**src/rtl/sram_mem_ctrl_if.sv**
```systemverilog
// Bundles the MEM-stage request/response signals and the 16-bit SRAM pins
// for sram_mem_ctrl.
interface sram_mem_ctrl_if;
    logic        rd_en;
    logic        wr_en;
    logic [31:0] address;
    logic [31:0] write_data;
    logic [31:0] read_data;
    logic        ready;
    logic [17:0] sram_addr;
    logic [15:0] sram_dq_out;
    logic        sram_dq_oe;
    logic [15:0] sram_dq_in;
    logic        sram_we_n;

    modport slave (
        input  rd_en, wr_en, address, write_data, sram_dq_in,
        output read_data, ready, sram_addr, sram_dq_out, sram_dq_oe, sram_we_n
    );

    modport master (
        output rd_en, wr_en, address, write_data, sram_dq_in,
        input  read_data, ready, sram_addr, sram_dq_out, sram_dq_oe, sram_we_n
    );
endinterface

```
**src/rtl/sram_mem_ctrl.sv**
```systemverilog
// MEM-stage data-memory controller: splits each 32-bit load/store into two
// WAIT_CYCLES-long halfword SRAM phases (low half first) and stalls via ready.
module sram_mem_ctrl #(
    parameter int unsigned BASE_ADDR   = 1024,
    parameter int unsigned WAIT_CYCLES = 3
) (
    input  logic          clk,
    input  logic          rst,
    sram_mem_ctrl_if.slave bus
);
    localparam int unsigned CW = (WAIT_CYCLES > 2) ? $clog2(WAIT_CYCLES) : 1;
    localparam logic [CW-1:0] LAST     = CW'(WAIT_CYCLES - 1);
    localparam logic [CW-1:0] PRE_LAST = CW'(WAIT_CYCLES - 2);

    typedef enum logic [1:0] {IDLE, LOW, HIGH, DONE} state_t;

    state_t        state;
    logic [CW-1:0] cnt;
    logic          op_wr;
    logic [16:0]   widx_q;
    logic [31:0]   wdata_q;
    logic [16:0]   widx_in;
    logic          req;

    always_comb begin
        req     = bus.rd_en | bus.wr_en;
        widx_in = 17'((bus.address - BASE_ADDR) >> 2);
    end

    always_comb begin
        bus.ready = 1'b0;
        case (state)
            IDLE:    bus.ready = ~req;
            DONE:    bus.ready = 1'b1;
            default: bus.ready = 1'b0;
        endcase
    end

    // SRAM pins are registered one cycle ahead, so each phase's address,
    // data and strobe are already valid in the first cycle of that phase.
    always_ff @(posedge clk) begin
        if (rst) begin
            state           <= IDLE;
            cnt             <= '0;
            op_wr           <= 1'b0;
            widx_q          <= '0;
            wdata_q         <= '0;
            bus.read_data   <= '0;
            bus.sram_addr   <= '0;
            bus.sram_dq_out <= '0;
            bus.sram_dq_oe  <= 1'b0;
            bus.sram_we_n   <= 1'b1;
        end else begin
            case (state)
                IDLE: begin
                    if (req) begin
                        op_wr           <= bus.wr_en;
                        widx_q          <= widx_in;
                        wdata_q         <= bus.write_data;
                        cnt             <= '0;
                        state           <= LOW;
                        bus.sram_addr   <= {widx_in, 1'b0};
                        bus.sram_dq_out <= bus.write_data[15:0];
                        bus.sram_dq_oe  <= bus.wr_en;
                        bus.sram_we_n   <= ~bus.wr_en;
                    end
                end
                LOW: begin
                    if (cnt == LAST) begin
                        if (!op_wr) begin
                            bus.read_data[15:0] <= bus.sram_dq_in;
                        end
                        cnt             <= '0;
                        state           <= HIGH;
                        bus.sram_addr   <= {widx_q, 1'b1};
                        bus.sram_dq_out <= wdata_q[31:16];
                        bus.sram_we_n   <= ~op_wr;
                    end else begin
                        cnt           <= cnt + CW'(1);
                        bus.sram_we_n <= ~op_wr | (cnt == PRE_LAST);
                    end
                end
                HIGH: begin
                    if (cnt == LAST) begin
                        if (!op_wr) begin
                            bus.read_data[31:16] <= bus.sram_dq_in;
                        end
                        cnt            <= '0;
                        state          <= DONE;
                        bus.sram_dq_oe <= 1'b0;
                        bus.sram_we_n  <= 1'b1;
                    end else begin
                        cnt           <= cnt + CW'(1);
                        bus.sram_we_n <= ~op_wr | (cnt == PRE_LAST);
                    end
                end
                DONE: begin
                    state <= IDLE;
                end
                default: begin
                    state <= IDLE;
                end
            endcase
        end
    end
endmodule

```
**src/flat_wrapper.sv**
```systemverilog
// flat-port wrapper written by rule: the top's interface ports become plain ports
module sram_mem_ctrl_flat 
#(
    parameter int unsigned BASE_ADDR   = 1024,
    parameter int unsigned WAIT_CYCLES = 3
)
  (clk, rst, bus_rd_en, bus_wr_en, bus_address, bus_write_data, bus_sram_dq_in, bus_read_data, bus_ready, bus_sram_addr, bus_sram_dq_out, bus_sram_dq_oe, bus_sram_we_n);
  sram_mem_ctrl_if bus_i ();
  input  logic clk;
  input  logic rst;
  input wire logic [$bits(bus_i.rd_en)-1:0] bus_rd_en;
  input wire logic [$bits(bus_i.wr_en)-1:0] bus_wr_en;
  input wire logic [$bits(bus_i.address)-1:0] bus_address;
  input wire logic [$bits(bus_i.write_data)-1:0] bus_write_data;
  input wire logic [$bits(bus_i.sram_dq_in)-1:0] bus_sram_dq_in;
  output wire logic [$bits(bus_i.read_data)-1:0] bus_read_data;
  output wire logic [$bits(bus_i.ready)-1:0] bus_ready;
  output wire logic [$bits(bus_i.sram_addr)-1:0] bus_sram_addr;
  output wire logic [$bits(bus_i.sram_dq_out)-1:0] bus_sram_dq_out;
  output wire logic [$bits(bus_i.sram_dq_oe)-1:0] bus_sram_dq_oe;
  output wire logic [$bits(bus_i.sram_we_n)-1:0] bus_sram_we_n;
  assign bus_i.rd_en = bus_rd_en;
  assign bus_i.wr_en = bus_wr_en;
  assign bus_i.address = bus_address;
  assign bus_i.write_data = bus_write_data;
  assign bus_i.sram_dq_in = bus_sram_dq_in;
  assign bus_read_data = bus_i.read_data;
  assign bus_ready = bus_i.ready;
  assign bus_sram_addr = bus_i.sram_addr;
  assign bus_sram_dq_out = bus_i.sram_dq_out;
  assign bus_sram_dq_oe = bus_i.sram_dq_oe;
  assign bus_sram_we_n = bus_i.sram_we_n;
  sram_mem_ctrl #(.BASE_ADDR(BASE_ADDR), .WAIT_CYCLES(WAIT_CYCLES)) u_core (.clk(clk), .rst(rst), .bus(bus_i));
endmodule
```
**config.mk**
```make
export PLATFORM = sky130hd
export DESIGN_NAME = sram_mem_ctrl_flat
export DESIGN_NICKNAME = d
export VERILOG_FILES = /design/src/rtl/sram_mem_ctrl_if.sv /design/src/rtl/sram_mem_ctrl.sv /design/src/flat_wrapper.sv
export SDC_FILE = /design/constraint.sdc
export NUM_CORES = 1
export LEC_CHECK = 0
export CORE_ASPECT_RATIO = 0.9
export CORE_MARGIN = 2
export CORE_UTILIZATION = 49
export CTS_CLUSTER_DIAMETER = 40
export DETAILED_ROUTE_END_ITERATION = 6
export GPL_TIMING_DRIVEN = 0
export PLACE_DENSITY = 0.9
export SLEW_MARGIN = 0
export SYNTH_ARGS = -nofsm -noshare
export SYNTH_HDL_FRONTEND = slang
export SYNTH_SLANG_ARGS = --single-unit
```
**constraint.sdc**
```tcl
create_clock -name clk -period 2.95 [get_ports clk]
set_clock_uncertainty 0.2 [all_clocks]
set_input_delay 0.4425 -clock clk [delete_from_list [all_inputs] [get_ports clk]]
set_output_delay 0.4425 -clock clk [all_outputs]
set_load 0.05 [all_outputs]
```
After elaboration in Yosys (flattened, before gate mapping)

Cells that the tools add are included.

Register bits after elaboration: 122
Output and inout bits: 69
Input port bits: 84

Bitwise gates (word level): 5
Reductions and logical operators: 14
Mux-type cells: 21
Eq/ne operators: 8
Add/sub/neg operators: 2

Operator list:

| kind                                                                     | number |
|---|---|
| 18-bit two-way mux                                                       | 2 |
| 18-bit case mux with 2 select lines                                      | 1 |
| 16-bit two-way mux                                                       | 2 |
| 16-bit case mux with 2 select lines                                      | 1 |
| 19-bit by 11-bit subtractor with 19-bit output (second input constant)   | 1 |
| 3-bit AND reduction                                                      | 5 |
| 2-bit two-way mux                                                        | 5 |
| 2-bit case mux with 4 select lines                                       | 1 |
| 2-bit == test (second input constant)                                    | 3 |
| 2-bit by 1-bit inequality test with 1-bit output (second input constant) | 3 |
| 2-bit AND reduction                                                      | 3 |
| 2-bit nonzero test                                                       | 3 |
| 1-bit two-way mux                                                        | 5 |
| 2-bit by 1-bit == test with 1-bit output (second input constant)         | 2 |
| 1-bit case mux with 2 select lines                                       | 2 |
| 2-bit case mux with 2 select lines                                       | 1 |
| 1-bit NOT                                                                | 3 |
| 1-bit case mux with 3 select lines                                       | 1 |
| 3-bit nonzero test                                                       | 1 |
| 2-bit by 1-bit adder with 2-bit output (second input constant)           | 1 |
| 2-bit zero test                                                          | 1 |
| 1-bit bitwise OR                                                         | 2 |
| 2-bit OR reduction                                                       | 1 |

Logic depth before layout (Yosys ltp)

Gate-level depths: netlist (run 1).

Word-level depth: 4
Depth in mapped cells: 9

Worst setup path after synthesis (run 1)

Ideal clock, no wire load.

Kind: reg2out
Start point: register u_core.state[0]
End point: output port bus_ready
Buffers on the path: 0
Arrival time: 1.618 ns
Path slack: 0.690 ns
Cell stages (with the launch flop): 6
Data required time: 2.308 ns
Cells stage by stage: dfxtp_1 -> inv_1 -> ha_1 -> nor3b_2 -> nor2_1 -> nor2_1

Cells in the longest elaborated chain, start to end: 2
Elaborated cells between the ends (all ways): 3
Those cells by class: 1 x eq/ne; 1 x mux; 1 x reduce/logical

Ends and longest elaborated chain:

| element                                          | line                | text |
|---|---|---|
| from (decl)                                      | sram_mem_ctrl.sv:17 | `state_t state;` |
| from (signal assigned)                           | sram_mem_ctrl.sv:43 | `state <= IDLE;` |
| from (signal assigned)                           | sram_mem_ctrl.sv:61 | `state <= LOW;` |
| from (signal assigned)                           | sram_mem_ctrl.sv:74 | `state <= HIGH;` |
| 2-bit == test or 2-bit zero test (tied branches) | sram_mem_ctrl.sv:32 | `case (state)` |
| 1-bit case mux with 2 select lines (*)           | sram_mem_ctrl.sv:32 |  |
| to (decl)                                        | flat_wrapper.sv:17  | `output wire logic [$bits(bus_i.ready)-1:0] bus_ready;` |

Every way passes the cells marked *; elsewhere a longest branch is shown, timed or not.

Worst setup path in the final report (run 1)

Same ends and word-level chain as after synthesis.

==> summary.md, run 1 <==
* **result of the run** completed
* **number of DRC violations after detailed-routing iteration 0** 230
* **placed standard-cell area** 5910 µm²
* **main area contributors after synthesis** sky130_fd_sc_hd__dfxtp_1 (48%), sky130_fd_sc_hd__nand2_1 (10%), sky130_fd_sc_hd__a21oi_1 (7.2%), sky130_fd_sc_hd__mux2i_1 (6.6%), sky130_fd_sc_hd__a211oi_1 (5.0%)
* **crit-path cells** inv_1 > ha_1 > nor3b_2 > nor2_1 > nor2_1 > clkbuf_2
* **final design utilization** 70.2%
* **final-report hold violation count** 0
* **Setup crit end kind** primary output
* **Net count, final** 759
* **Final Critical Period** 2.58 ns
* **most frequent cell after synthesis** sky130_fd_sc_hd__nand2_1
* **count of distinct cell types in the synthesized netlist** 42
* **power density cells** 966 nW/µm²
* **count of endpoints failing setup in the final report** 0
* **gp weighted congestion** 0.893
* **Worst R2R Setup Slack** 0.68 ns
* **share of post-route cells with drive strength above 1** 6.09%
* **reg2reg path depth** 7
* **number of buffers added by the clock tree synthesis step** 9
* **worst vdd rail ir drop** 0.503 mV
* **Post-CTS Hold Fix Bufs** 0
* **Die H** 93.8 µm
* **area of the die** 9730 µm²
* **top-area cell type share of the netlist area** 48.3%
* **Worst-Skew Late Latency** 0.37 ns
* **Primary FF master, synth** sky130_fd_sc_hd__dfxtp_1
* **wire length of the first global-routing pass** 20.0 mm
* **worst-case clock buffer depth** 2
* **clock sink count** 106
* **top fanout value on the critical path** 8
* **final critical-path share of the clock period** 87.5%
* **HP Class** flip-flop to flip-flop
* **Routed Antenna Nets** 0
* **post-route cell area** 6070 µm²
* **depth of the worst hold-timing path** 2
* **classification of the worst setup path** flip-flop to primary output
* **worst setup slack after placement** 0.0242 ns
* **via density per instance** 5.32
* **number of I/O port buffers** 137
* **die span in x** 104 µm
* **clock input transition at the sequential cells of the worst setup and hold paths** 0.10 ns
* **number of warnings printed during yosys synthesis** 0
* **post-synthesis cell count** 521
* **worst min-delay path endpoint** u_core.wdata_q[19]
* **largest net degree at the start of global routing** 18
* **Core Rows** 32
* **reg-to-reg critical path startpoint** u_core.state[0]
* **DRC** 0
* **cell accounting for the most synthesized area** sky130_fd_sc_hd__dfxtp_1
* **setup repair after global routing missed its margin** false
* **Top cell by count, worst path** sky130_fd_sc_hd__nor2_1
* **Worst Slack Setup Final** 0.369 ns
* **slew margin rel.** 59.9%
* **top cell types by occurrence after synthesis** sky130_fd_sc_hd__nand2_1 (120), sky130_fd_sc_hd__dfxtp_1 (106), sky130_fd_sc_hd__a21oi_1 (63)
* **Synth Register Bits** 106
* **buffering stage count on the worst path with inverters included** 2
* **via count** 4,216
* **initial core utilization** 50.8%
* **count of pins on the block boundary** 153
* **routed length per instance** 15.8 µm
* **slowest stage cell, crit path** sky130_fd_sc_hd__dfxtp_1
* **final total negative setup slack** 0 ns
* **arrival time worst endpoint** 1.94 ns
* **n_diodes** 0
* **capture point of the worst reg-to-reg path** u_core.wdata_q[29]
* **launch instance of the worst min-delay path** u_core.wdata_q[19]
* **buffer type at the clock tree root** sky130_fd_sc_hd__clkbuf_8
* **core region area** 8650 µm²
* **max-capacitance violation count** 0
* **synth-to-layout area growth** 38.4%
* **Max Clock Freq** 387 MHz
* **delay of the slowest cell on the worst path** 0.35 ns
* **required time at the endpoint of the critical path** 2.31 ns
* **leak pwr** 2.20 nW
* **Final Max Slew Viols** 0
* **sort of element at the start of the critical path** flip-flop
* **cell family with the largest share of critical-path delay** simple AND/OR/NAND/NOR gates
* **GRT Overall Usage** 25.7%
* **detailed-placement wirelength estimate** 9.42 mm
* **Avg Inst Size Synth** 8.43 µm²
* **actual slew at the worst max-slew pin** 0.601 ns
* **cell area after technology mapping** 4390 µm²
* **deepest level of the CTS H-tree** 3
* **proportion of synthesized flip-flops having asynchronous set or reset** 0%
* **number of iterations in the first detailed-routing pass** 5
* **sequential fraction of the synthesis area** 48.3%
* **Design Power** 5.87 mW
* **vias in the first global route** 4,178
* **antenna violations before repair** 0
* **total length of routed wires** 12.5 mm
* **number of nets in the synthesized netlist** 611
* **TritonCTS clock tree** built
* **total gr overflow** 0
* **number of synthesized flops with an enable pin** 0
-- worst max-delay path by stage --
stage / startpoint / endpoint / cells after the start
after detailed placement: bus_wr_en / bus_ready / 5
after global routing: u_core.state[0] / bus_ready / 6
after CTS: u_core.state[0] / bus_ready / 6
after global placement: bus_wr_en / bus_ready / 5
final: u_core.state[0] / bus_ready / 6
after floorplan: u_core.state[0] / bus_ready / 5
-- cell type report --
cell class                      count  area (µm²)
Timing Repair Buffer              137        1370
Clock inverter                      5        41.3
Fill cell                         639        2570
Inverter                            7        26.3
Sequential cell                   106        2120
Clock buffer                       10         128
Buffer                             39         184
Tap cell                          119         149
Multi-Input combinational cell    369        2060
-- kinds of logic after synthesis --
logic type | share of synthesized area, %
buffers and inverters | 4.79
xor gates and xnor gates | 0.998
muxes | 6.61
and+or+nand+nor | 21.4
DFF | 48.3
adders and majority gates | 1.71
AOI/OAI and AO/OA | 16.1
-- power by group --
group,switching [mW],internal [mW]
logic,1.96,1.07
clock network,0.491,0.308
registers,0.210,1.83
total,2.66,3.20
-- flip-flops by register name, indices dropped and copies added (netlist names) --
name and cells:
u_core.wdata_q 16, u_core.state 2, u_core.cnt 2, u_core.bus.sram_dq_oe 1
u_core.bus.sram_we_n 1, u_core.bus.sram_addr 18, u_core.op_wr 1, u_core.bus.sram_dq_out 16
u_core.bus.read_data 32, u_core.widx_q 17
-- metrics by stage --
stage,cells,hold slack (ns)
2_1_floorplan,521,0.236
3_3_place_gp,777,0.241
3_5_place_dp,777,0.250
4_1_cts,792,0.262
5_1_grt,792,0.283
6_report,792,0.260
-- routing by layer --
metal,global-route usage (%),share of wire (%),wire [µm],vias up
met2,47.6,51,6330,178
met5,0,0,0,-
li1,-,-,-,2057
met4,9.68,2.6,327,0
met3,5.62,7.1,887,33
met1,29.2,40,4970,1948
-- tightest hold or removal path: stages, from the launching register on --
cell and delay (ns):
sky130_fd_sc_hd__dfxtp_1 0.32, sky130_fd_sc_hd__nand2_1 0.05, sky130_fd_sc_hd__a21oi_1 0.05
-- layout by cell type (no fill, tap or decap), drive strengths merged, types with 2 or more instances in the layout --
master	synthesis	final
nand2b	10	10
nor3b	5	5
nor4	2	2
xnor2	3	3
buf	16	16
o21ai	8	8
o32ai	2	2
nor2	51	51
and2	2	2
clkdlybuf4s50	0	136
and3b	2	2
inv	7	8
clkinvlp	0	4
nor3	13	13
clkbuf	23	34
mux2i	29	29
a21boi	3	3
dfxtp	106	106
nor2b	3	3
a211oi	30	30
nand4b	2	2
nand2	120	120
xor2	2	2
ha	6	6
a21oi	63	63
o211ai	3	3
-- what timing repair did --
action | in CTS | in global routing
resized for setup | 1 | 2
buffers inserted | 0 | 0
endpoints found under the setup margin | 1 | 1
pin swaps | 0 | 0
hold endpoints to repair | 0 | 0
Power figures use the tool's default switching activity.
==> inputs of run 2 (changes only) <==
--- a/config.mk
+++ b/config.mk
@@ -9,9 +9,11 @@
 export CORE_MARGIN = 2
 export CORE_UTILIZATION = 49
 export CTS_CLUSTER_DIAMETER = 40
+export CTS_CLUSTER_SIZE = 20
 export DETAILED_ROUTE_END_ITERATION = 6
 export GPL_TIMING_DRIVEN = 0
-export PLACE_DENSITY = 0.9
+export HOLD_SLACK_MARGIN = 0.15
+export PLACE_DENSITY = 0.92
 export SLEW_MARGIN = 0
 export SYNTH_ARGS = -nofsm -noshare
 export SYNTH_HDL_FRONTEND = slang
==> run 2 against run 1 <==
  * Sequential share of layout area about the same
  * Wire length down 1.1%
  * Critical path depth unchanged
  * Maximum frequency down 6.0%
  * Clock-buffer cell count down 1
  * Non-clock buffer count unchanged
  * Largest cell class unchanged
  * Hold slack better by 0.0015 ns
  * Cell area up 0.12%
  * Via count up 1.0%
==> summary.md, run 2 (synthesis results as in run 1) <==
* **flip-flop count of the largest register, all copies and words added** 32, unchanged
* **Max Clock Freq** 364 MHz, was 387 MHz
* **antenna violations before repair** 0, unchanged
* **actual slew at the worst max-slew pin** 0.627 ns, was 0.601 ns
* **clock input transition at the sequential cells of the worst setup and hold paths** 0.11 ns, was 0.10 ns
* **power density cells** 970 nW/µm², was 966 nW/µm²
* **fraction of power consumed by sequential logic** 34.6%, was 34.7%
* **via count** 4,258, was 4,216
* **commonest non-fill, non-tap cells in the layout** sky130_fd_sc_hd__clkdlybuf4s50_1 (136), sky130_fd_sc_hd__nand2_1 (120), sky130_fd_sc_hd__dfxtp_1 (106), unchanged
* **worst vdd rail ir drop** 0.481 mV, was 0.503 mV
* **internal power** 3.21 mW, was 3.20 mW
* **largest registers** u_core.bus.read_data x32, u_core.bus.sram_addr x18, u_core.widx_q x17, unchanged
* **Worst R2R Setup Slack** 0.72 ns, was 0.68 ns
* **area occupied by registers** 2120 µm², unchanged
* **Post CTS Setup Buffer Count** 0, unchanged
* **count of endpoints failing setup in the final report** 0, unchanged
* **setup repair after global routing missed its margin** false, unchanged
* **Post-Route M1 WL** 5.18 mm, was 4.97 mm
* **fraction of power consumed by the clock network** 13.8%, was 13.6%
* **Net count, final** 759, unchanged
* **via density per instance** 5.38, was 5.32
* **slowest stage cell, crit path** sky130_fd_sc_hd__clkdlybuf4s15_1, was sky130_fd_sc_hd__dfxtp_1
* **n_diodes** 0, unchanged
* **initial core utilization** 50.8%, unchanged
* **Routed Antenna Nets** 0, unchanged
* **Top cell by count, worst path** sky130_fd_sc_hd__nor2_1, unchanged
* **HP Class** flip-flop to flip-flop, unchanged
* **classification of the worst setup path** flip-flop to primary output, unchanged
* **detailed-placement wirelength estimate** 9.42 mm, about the same
* **largest register by flop count** u_core.bus.read_data, unchanged
* **wire length of the first global-routing pass** 19.8 mm, was 20.0 mm
* **buffering stage count on the worst path with inverters included** 2, unchanged
* **multi-input combinational cell area** 2060 µm², unchanged
* **core region area** 8650 µm², unchanged
* **share of post-route cells with drive strength above 1** 6.09%, unchanged
* **count of fill cells added during filler insertion** 650, was 639
* **delay of the slowest cell on the worst path** 0.51 ns, was 0.35 ns
* **area of the die** 9730 µm², unchanged
* **Die H** 93.8 µm, unchanged
* **final total negative setup slack** 0 ns, unchanged
* **count of pins on the block boundary** 153, unchanged
* **result of the run** completed, unchanged
* **required time at the endpoint of the critical path** 2.31 ns, about the same
* **arrival time worst endpoint** 2.10 ns, was 1.94 ns
* **TritonCTS clock tree** built, unchanged
* **Post-CTS Hold Fix Bufs** 0, unchanged
* **most frequent standard cell in the layout excluding fill and tap cells** sky130_fd_sc_hd__clkdlybuf4s50_1, unchanged
* **largest net degree at the start of global routing** 19, was 18
* **Switching Share** 45.6%, was 45.4%
* **worst setup slack after placement** 0.0369 ns, was 0.0242 ns
* **Worst-Skew Late Latency** 0.36 ns, was 0.37 ns
* **clock sink count** 106, unchanged
* **crit-path cells** inv_1 > ha_1 > nor3b_2 > nor2_1 > nor2_1 > clkdlybuf4s15_1, was inv_1 > ha_1 > nor3b_2 > nor2_1 > nor2_1 > clkbuf_2
* **GRT Overall Usage** 25.3%, was 25.7%
* **number of DRC violations after detailed-routing iteration 0** 259, was 230
* **sort of element at the start of the critical path** flip-flop, unchanged
* **die span in x** 104 µm, unchanged
* **Core Rows** 32, unchanged
* **Met2 Wirelength** 6.14 mm, was 6.33 mm
* **post-route cell area** 6080 µm², was 6070 µm²
* **final-report hold violation count** 0, unchanged
* **Worst Slack Setup Final** 0.206 ns, was 0.369 ns
* **max-capacitance violation count** 0, unchanged
* **gp weighted congestion** 0.887, was 0.893
* **slew margin rel.** 58.2%, was 59.9%
* **vias in the first global route** 4,129, was 4,178
* **count of placed standard cells in the final layout, fillers left out** 792, unchanged
* **number of I/O port buffers** 137, unchanged
* **deepest level of the CTS H-tree** 3, unchanged
* **DRC** 0, unchanged
* **Final Max Slew Viols** 0, unchanged
* **placed standard-cell area** 5910 µm², unchanged
* **final critical-path share of the clock period** 93.0%, was 87.5%
* **post-placement cell count** 777, unchanged
* **Final Critical Period** 2.74 ns, was 2.58 ns
* **total gr overflow** 0, unchanged
* **routed length per instance** 15.6 µm, was 15.8 µm
* **buffer type at the clock tree root** sky130_fd_sc_hd__clkbuf_8, unchanged
* **Highest Signal Layer** met4, unchanged
* **detailed route wirelength on metal3** 746 µm, was 887 µm
* **logic gate share of total power** 51.6%, was 51.7%
* **Setup crit end kind** primary output, unchanged
* **synth-to-layout area growth** 38.5%, was 38.4%
* **leak pwr** 2.21 nW, was 2.20 nW
* **power dissipated by switching net loads** 2.69 mW, was 2.66 mW
* **worst-case clock buffer depth** 2, unchanged
* **number of buffers added by the clock tree synthesis step** 9, unchanged
* **top fanout value on the critical path** 8, unchanged
* **cell family with the largest share of critical-path delay** buffers and inverters, was simple AND/OR/NAND/NOR gates
* **total length of routed wires** 12.4 mm, was 12.5 mm
* **number of iterations in the first detailed-routing pass** 5, unchanged
-- run 2: what timing repair did --
action / in CTS / in global routing
pin swaps: 0 / 0
endpoints found under the setup margin: 1 / 1
resized for setup: 1 / 1
endpoints found under the hold margin: 0 / 0
-- run 2: path summary, 6_finish.rpt --
path                       startpoint  depth (start not counted)                        end
max reg2reg           u_core.state[1]                          9  u_core.bus.sram_dq_out[2]
max                   u_core.state[0]                          6                  bus_ready
min          u_core.bus.read_data[28]                          2   u_core.bus.read_data[28]
min reg2reg  u_core.bus.read_data[28]                          2   u_core.bus.read_data[28]
-- run 2: power groups by stage --
stage	Combinational (mW)	Clock, mW	Sequential [mW]
3_3_place_gp	2.93	0	2.05
2_1_floorplan	1.20	0	2.91
5_1_grt	3.23	0.876	2.09
3_5_place_dp	3.02	0	2.07
6_report	3.05	0.812	2.04
4_1_cts	3.04	0.817	2.04
-- run 2: through the flow --
step	power, mW	hold slack (ns)	utilization [%]
floorplan	4.11	0.236	-
global placement	4.98	0.242	68.3
detailed placement	5.09	0.248	68.3
CTS	5.89	0.263	70.3
global route	6.20	0.281	70.3
finish	5.90	0.261	70.3
-- run 2: per-layer routing --
metal,track usage [%],vias up
met5,0,-
met4,10.4,0
met3,4.16,29
met2,45.0,167
met1,30.8,1999
li1,-,2063
-- run 2: worst min-delay path, stage by stage, from the launching register on --
cell	delay, ns
sky130_fd_sc_hd__dfxtp_1	0.33
sky130_fd_sc_hd__nand2_1	0.05
sky130_fd_sc_hd__a21oi_1	0.05
-- run 2: layout make-up --
class                   count  share of cell area, %
plain buffers              39                   3.02
flip-flops and latches    106                   34.9
clock buffers               9                   2.04
inverters                   7                  0.432
clock inverters             6                  0.782
repair buffers            137                   22.5
multi-input cells         369                   33.8
well taps                 119                   2.45
==> inputs of run 3 (changes only) <==
--- a/config.mk
+++ b/config.mk
@@ -7,13 +7,15 @@
 export LEC_CHECK = 0
 export CORE_ASPECT_RATIO = 0.9
 export CORE_MARGIN = 2
-export CORE_UTILIZATION = 49
+export CORE_UTILIZATION = 50
 export CTS_CLUSTER_DIAMETER = 40
 export CTS_CLUSTER_SIZE = 20
 export DETAILED_ROUTE_END_ITERATION = 6
+export DONT_BUFFER_PORTS = 1
 export GPL_TIMING_DRIVEN = 0
 export HOLD_SLACK_MARGIN = 0.15
-export PLACE_DENSITY = 0.92
+export MAX_ROUTING_LAYER = met4
+export PLACE_DENSITY = 0.71
 export SLEW_MARGIN = 0
 export SYNTH_ARGS = -nofsm -noshare
 export SYNTH_HDL_FRONTEND = slang
==> run 3 against run 2 <==
  * Final cell count shrank 9.0%
  * Via count shrank 7.1%
  * Clock-buffer cell count is the same
  * Power shrank 6.6%
  * Register-to-register slack is essentially flat
  * Sequential power grew 46%
  * Clock power grew 15%
  * Maximum frequency grew 4.6%
  * Setup slack gained 0.12 ns
  * Cell area shrank 11%
  * Critical path depth shrank 1
  * Highest routed layer unchanged
==> summary.md, run 3 (synthesis results as in run 1) <==
* **arrival time worst endpoint** 1.98 ns, was 2.10 ns
* **depth of the worst hold-timing path** 3, was 2
* **count of placed standard cells in the final layout, fillers left out** 721, was 792
* **die span in x** 103 µm, was 104 µm
* **leak pwr** 1.98 nW, was 2.21 nW
* **flip-flop count of the largest register, all copies and words added** 32, unchanged
* **n_diodes** 0, unchanged
* **Setup crit end kind** primary output, unchanged
* **reg2reg path depth** 9, unchanged
* **largest net degree at the start of global routing** 20, was 19
* **delay of the slowest cell on the worst path** 0.44 ns, was 0.51 ns
* **wire length of the first global-routing pass** 18.9 mm, was 19.8 mm
* **most frequent standard cell in the layout excluding fill and tap cells** sky130_fd_sc_hd__nand2_1, was sky130_fd_sc_hd__clkdlybuf4s50_1
* **initial core utilization** 51.2%, was 50.8%
* **share of post-route cells with drive strength above 1** 7.14%, was 6.09%
* **DRC** 0, unchanged
* **routed length per instance** 16.5 µm, was 15.6 µm
* **final-report hold violation count** 0, unchanged
* **HP Class** input pin to flip-flop, was flip-flop to flip-flop
* **Design Power** 5.51 mW, was 5.90 mW
* **buffering stage count on the worst path with inverters included** 1, was 2
* **GRT Overall Usage** 26.1%, was 25.3%
* **gp weighted congestion** 0.874, was 0.887
* **post-placement cell count** 640, was 777
* **top fanout value on the critical path** 8, unchanged
* **Post CTS Setup Buffer Count** 0, unchanged
* **antenna violations before repair** 0, unchanged
* **clock sink count** 106, unchanged
* **via density per instance** 5.48, was 5.38
* **number of cells on the critical path** 5, was 6
* **core region area** 8570 µm², was 8650 µm²
* **total length of routed wires** 11.9 mm, was 12.4 mm
* **synth-to-layout area growth** 23.0%, was 38.5%
* **commonest non-fill, non-tap cells in the layout** sky130_fd_sc_hd__nand2_1 (120), sky130_fd_sc_hd__dfxtp_1 (106), sky130_fd_sc_hd__dlygate4sd3_1 (65), was sky130_fd_sc_hd__clkdlybuf4s50_1 (136), sky130_fd_sc_hd__nand2_1 (120), sky130_fd_sc_hd__dfxtp_1 (106)
* **area of the die** 9550 µm², was 9730 µm²
* **largest registers** u_core.bus.read_data x32, u_core.bus.sram_addr x18, u_core.widx_q x17, unchanged
* **deepest level of the CTS H-tree** 3, unchanged
* **clock input transition at the sequential cells of the worst setup and hold paths** 0.10 ns, was 0.11 ns
* **number of buffers added by the clock tree synthesis step** 9, unchanged
* **Worst-Skew Late Latency** 0.37 ns, was 0.36 ns
* **actual slew at the worst max-slew pin** 0.605 ns, was 0.627 ns
* **detailed-placement wirelength estimate** 8.13 mm, was 9.42 mm
* **via count** 3,954, was 4,258
* **number of iterations in the first detailed-routing pass** 5, unchanged
* **final critical-path share of the clock period** 88.9%, was 93.0%
* **final total negative setup slack** 0 ns, unchanged
* **Final Max Slew Viols** 0, unchanged
* **count of fill cells added during filler insertion** 766, was 650
* **final design utilization** 63.0%, was 70.3%
* **worst setup slack after placement** 0.496 ns, was 0.0369 ns
* **Routed Antenna Nets** 0, unchanged
* **result of the run** completed, unchanged
* **total gr overflow** 0, unchanged
* **Core Rows** 32, unchanged
* **crit-path cells** inv_1 > ha_1 > nor3b_2 > nor2_1 > nor2_2, was inv_1 > ha_1 > nor3b_2 > nor2_1 > nor2_1 > clkdlybuf4s15_1
* **required time at the endpoint of the critical path** 2.31 ns, about the same
* **buffer type at the clock tree root** sky130_fd_sc_hd__clkbuf_8, unchanged
* **number of I/O port buffers** 0, was 137
* **Worst Slack Setup Final** 0.327 ns, was 0.206 ns
* **setup repair after global routing missed its margin** false, unchanged
* **worst-case clock buffer depth** 2, unchanged
* **worst vdd rail ir drop** 0.700 mV, was 0.481 mV
* **Die H** 92.9 µm, was 93.8 µm
* **TritonCTS clock tree** built, unchanged
* **slew margin rel.** 59.6%, was 58.2%
* **classification of the worst setup path** flip-flop to primary output, unchanged
* **sort of element at the start of the critical path** flip-flop, unchanged
* **count of pins on the block boundary** 153, unchanged
* **cell family with the largest share of critical-path delay** simple AND/OR/NAND/NOR gates, was buffers and inverters
* **largest register by flop count** u_core.bus.read_data, unchanged
* **Final Critical Period** 2.62 ns, was 2.74 ns
* **Net count, final** 687, was 759
* **Max Clock Freq** 381 MHz, was 364 MHz
* **vias in the first global route** 3,841, was 4,129
* **count of endpoints failing setup in the final report** 0, unchanged
* **max-capacitance violation count** 0, unchanged
* **slowest stage cell, crit path** sky130_fd_sc_hd__nor2_2, was sky130_fd_sc_hd__clkdlybuf4s15_1
* **number of DRC violations after detailed-routing iteration 0** 186, was 259
* **power density cells** 1020 nW/µm², was 970 nW/µm²
## run 3: layout make-up
| class | instances | area, µm² | area share, % |
|---|---|---|---|
| Buffer | 39 | 184 | 3.41 |
| Clock buffer | 9 | 124 | 2.29 |
| Clock inverter | 7 | 82.6 | 1.53 |
| Inverter | 7 | 26.3 | 0.487 |
| Multi-Input combinational cell | 369 | 2060 | 38.2 |
| Sequential cell | 106 | 2120 | 39.3 |
| Tap cell | 119 | 149 | 2.76 |
| Timing Repair Buffer | 65 | 651 | 12.1 |
## run 3: path summary, 6_finish.rpt
check                                 startpoint                         to  slack (ns)
worst max-delay path             u_core.state[0]                  bus_ready        0.33
worst min-delay path                   bus_wr_en      u_core.bus.sram_dq_oe        0.17
worst max register to register   u_core.state[1]  u_core.bus.sram_dq_out[4]        0.72
worst min register to register  u_core.widx_q[1]           u_core.widx_q[1]        0.26
## run 3: worst reg2reg max path: cells and delay by family, from the launching register on
kind | cells | cell delay (ns)
AOI/OAI and AO/OA | 2 | 0.49
adders and majority gates | 1 | 0.18
buffers and inverters | 4 | 0.76
DFF | 1 | 0.35
and+or+nand+nor | 2 | 0.15
## run 3: power by group
group | switching (mW) | internal [mW]
Combinational | 0.962 | 0.645
Clock | 0.526 | 0.406
Sequential | 1.14 | 1.82
Total | 2.63 | 2.88
## run 3: repair_timing
item	4_1_cts	5_1_grt
endpoints found under the hold margin	92	0
hold buffers	65	0
resized for setup	0	1
endpoints found under the setup margin	0	1
## run 3: stage by stage
step / area (µm²) / hold WS [ns]
3_5_place_dp: 4540 / 0.248
3_3_place_gp: 4540 / 0.241
6_report: 5400 / 0.165
5_1_grt: 5400 / 0.172
2_1_floorplan: 4390 / 0.236
4_1_cts: 5400 / 0.151
## run 3: metal layers
metal,vias up,global-route usage (%),routed length [µm]
li1,1916,-,-
met1,1856,31.7,4960
met2,161,42.7,5860
met3,21,6.19,897
met4,0,8.66,193
met5,-,-,0
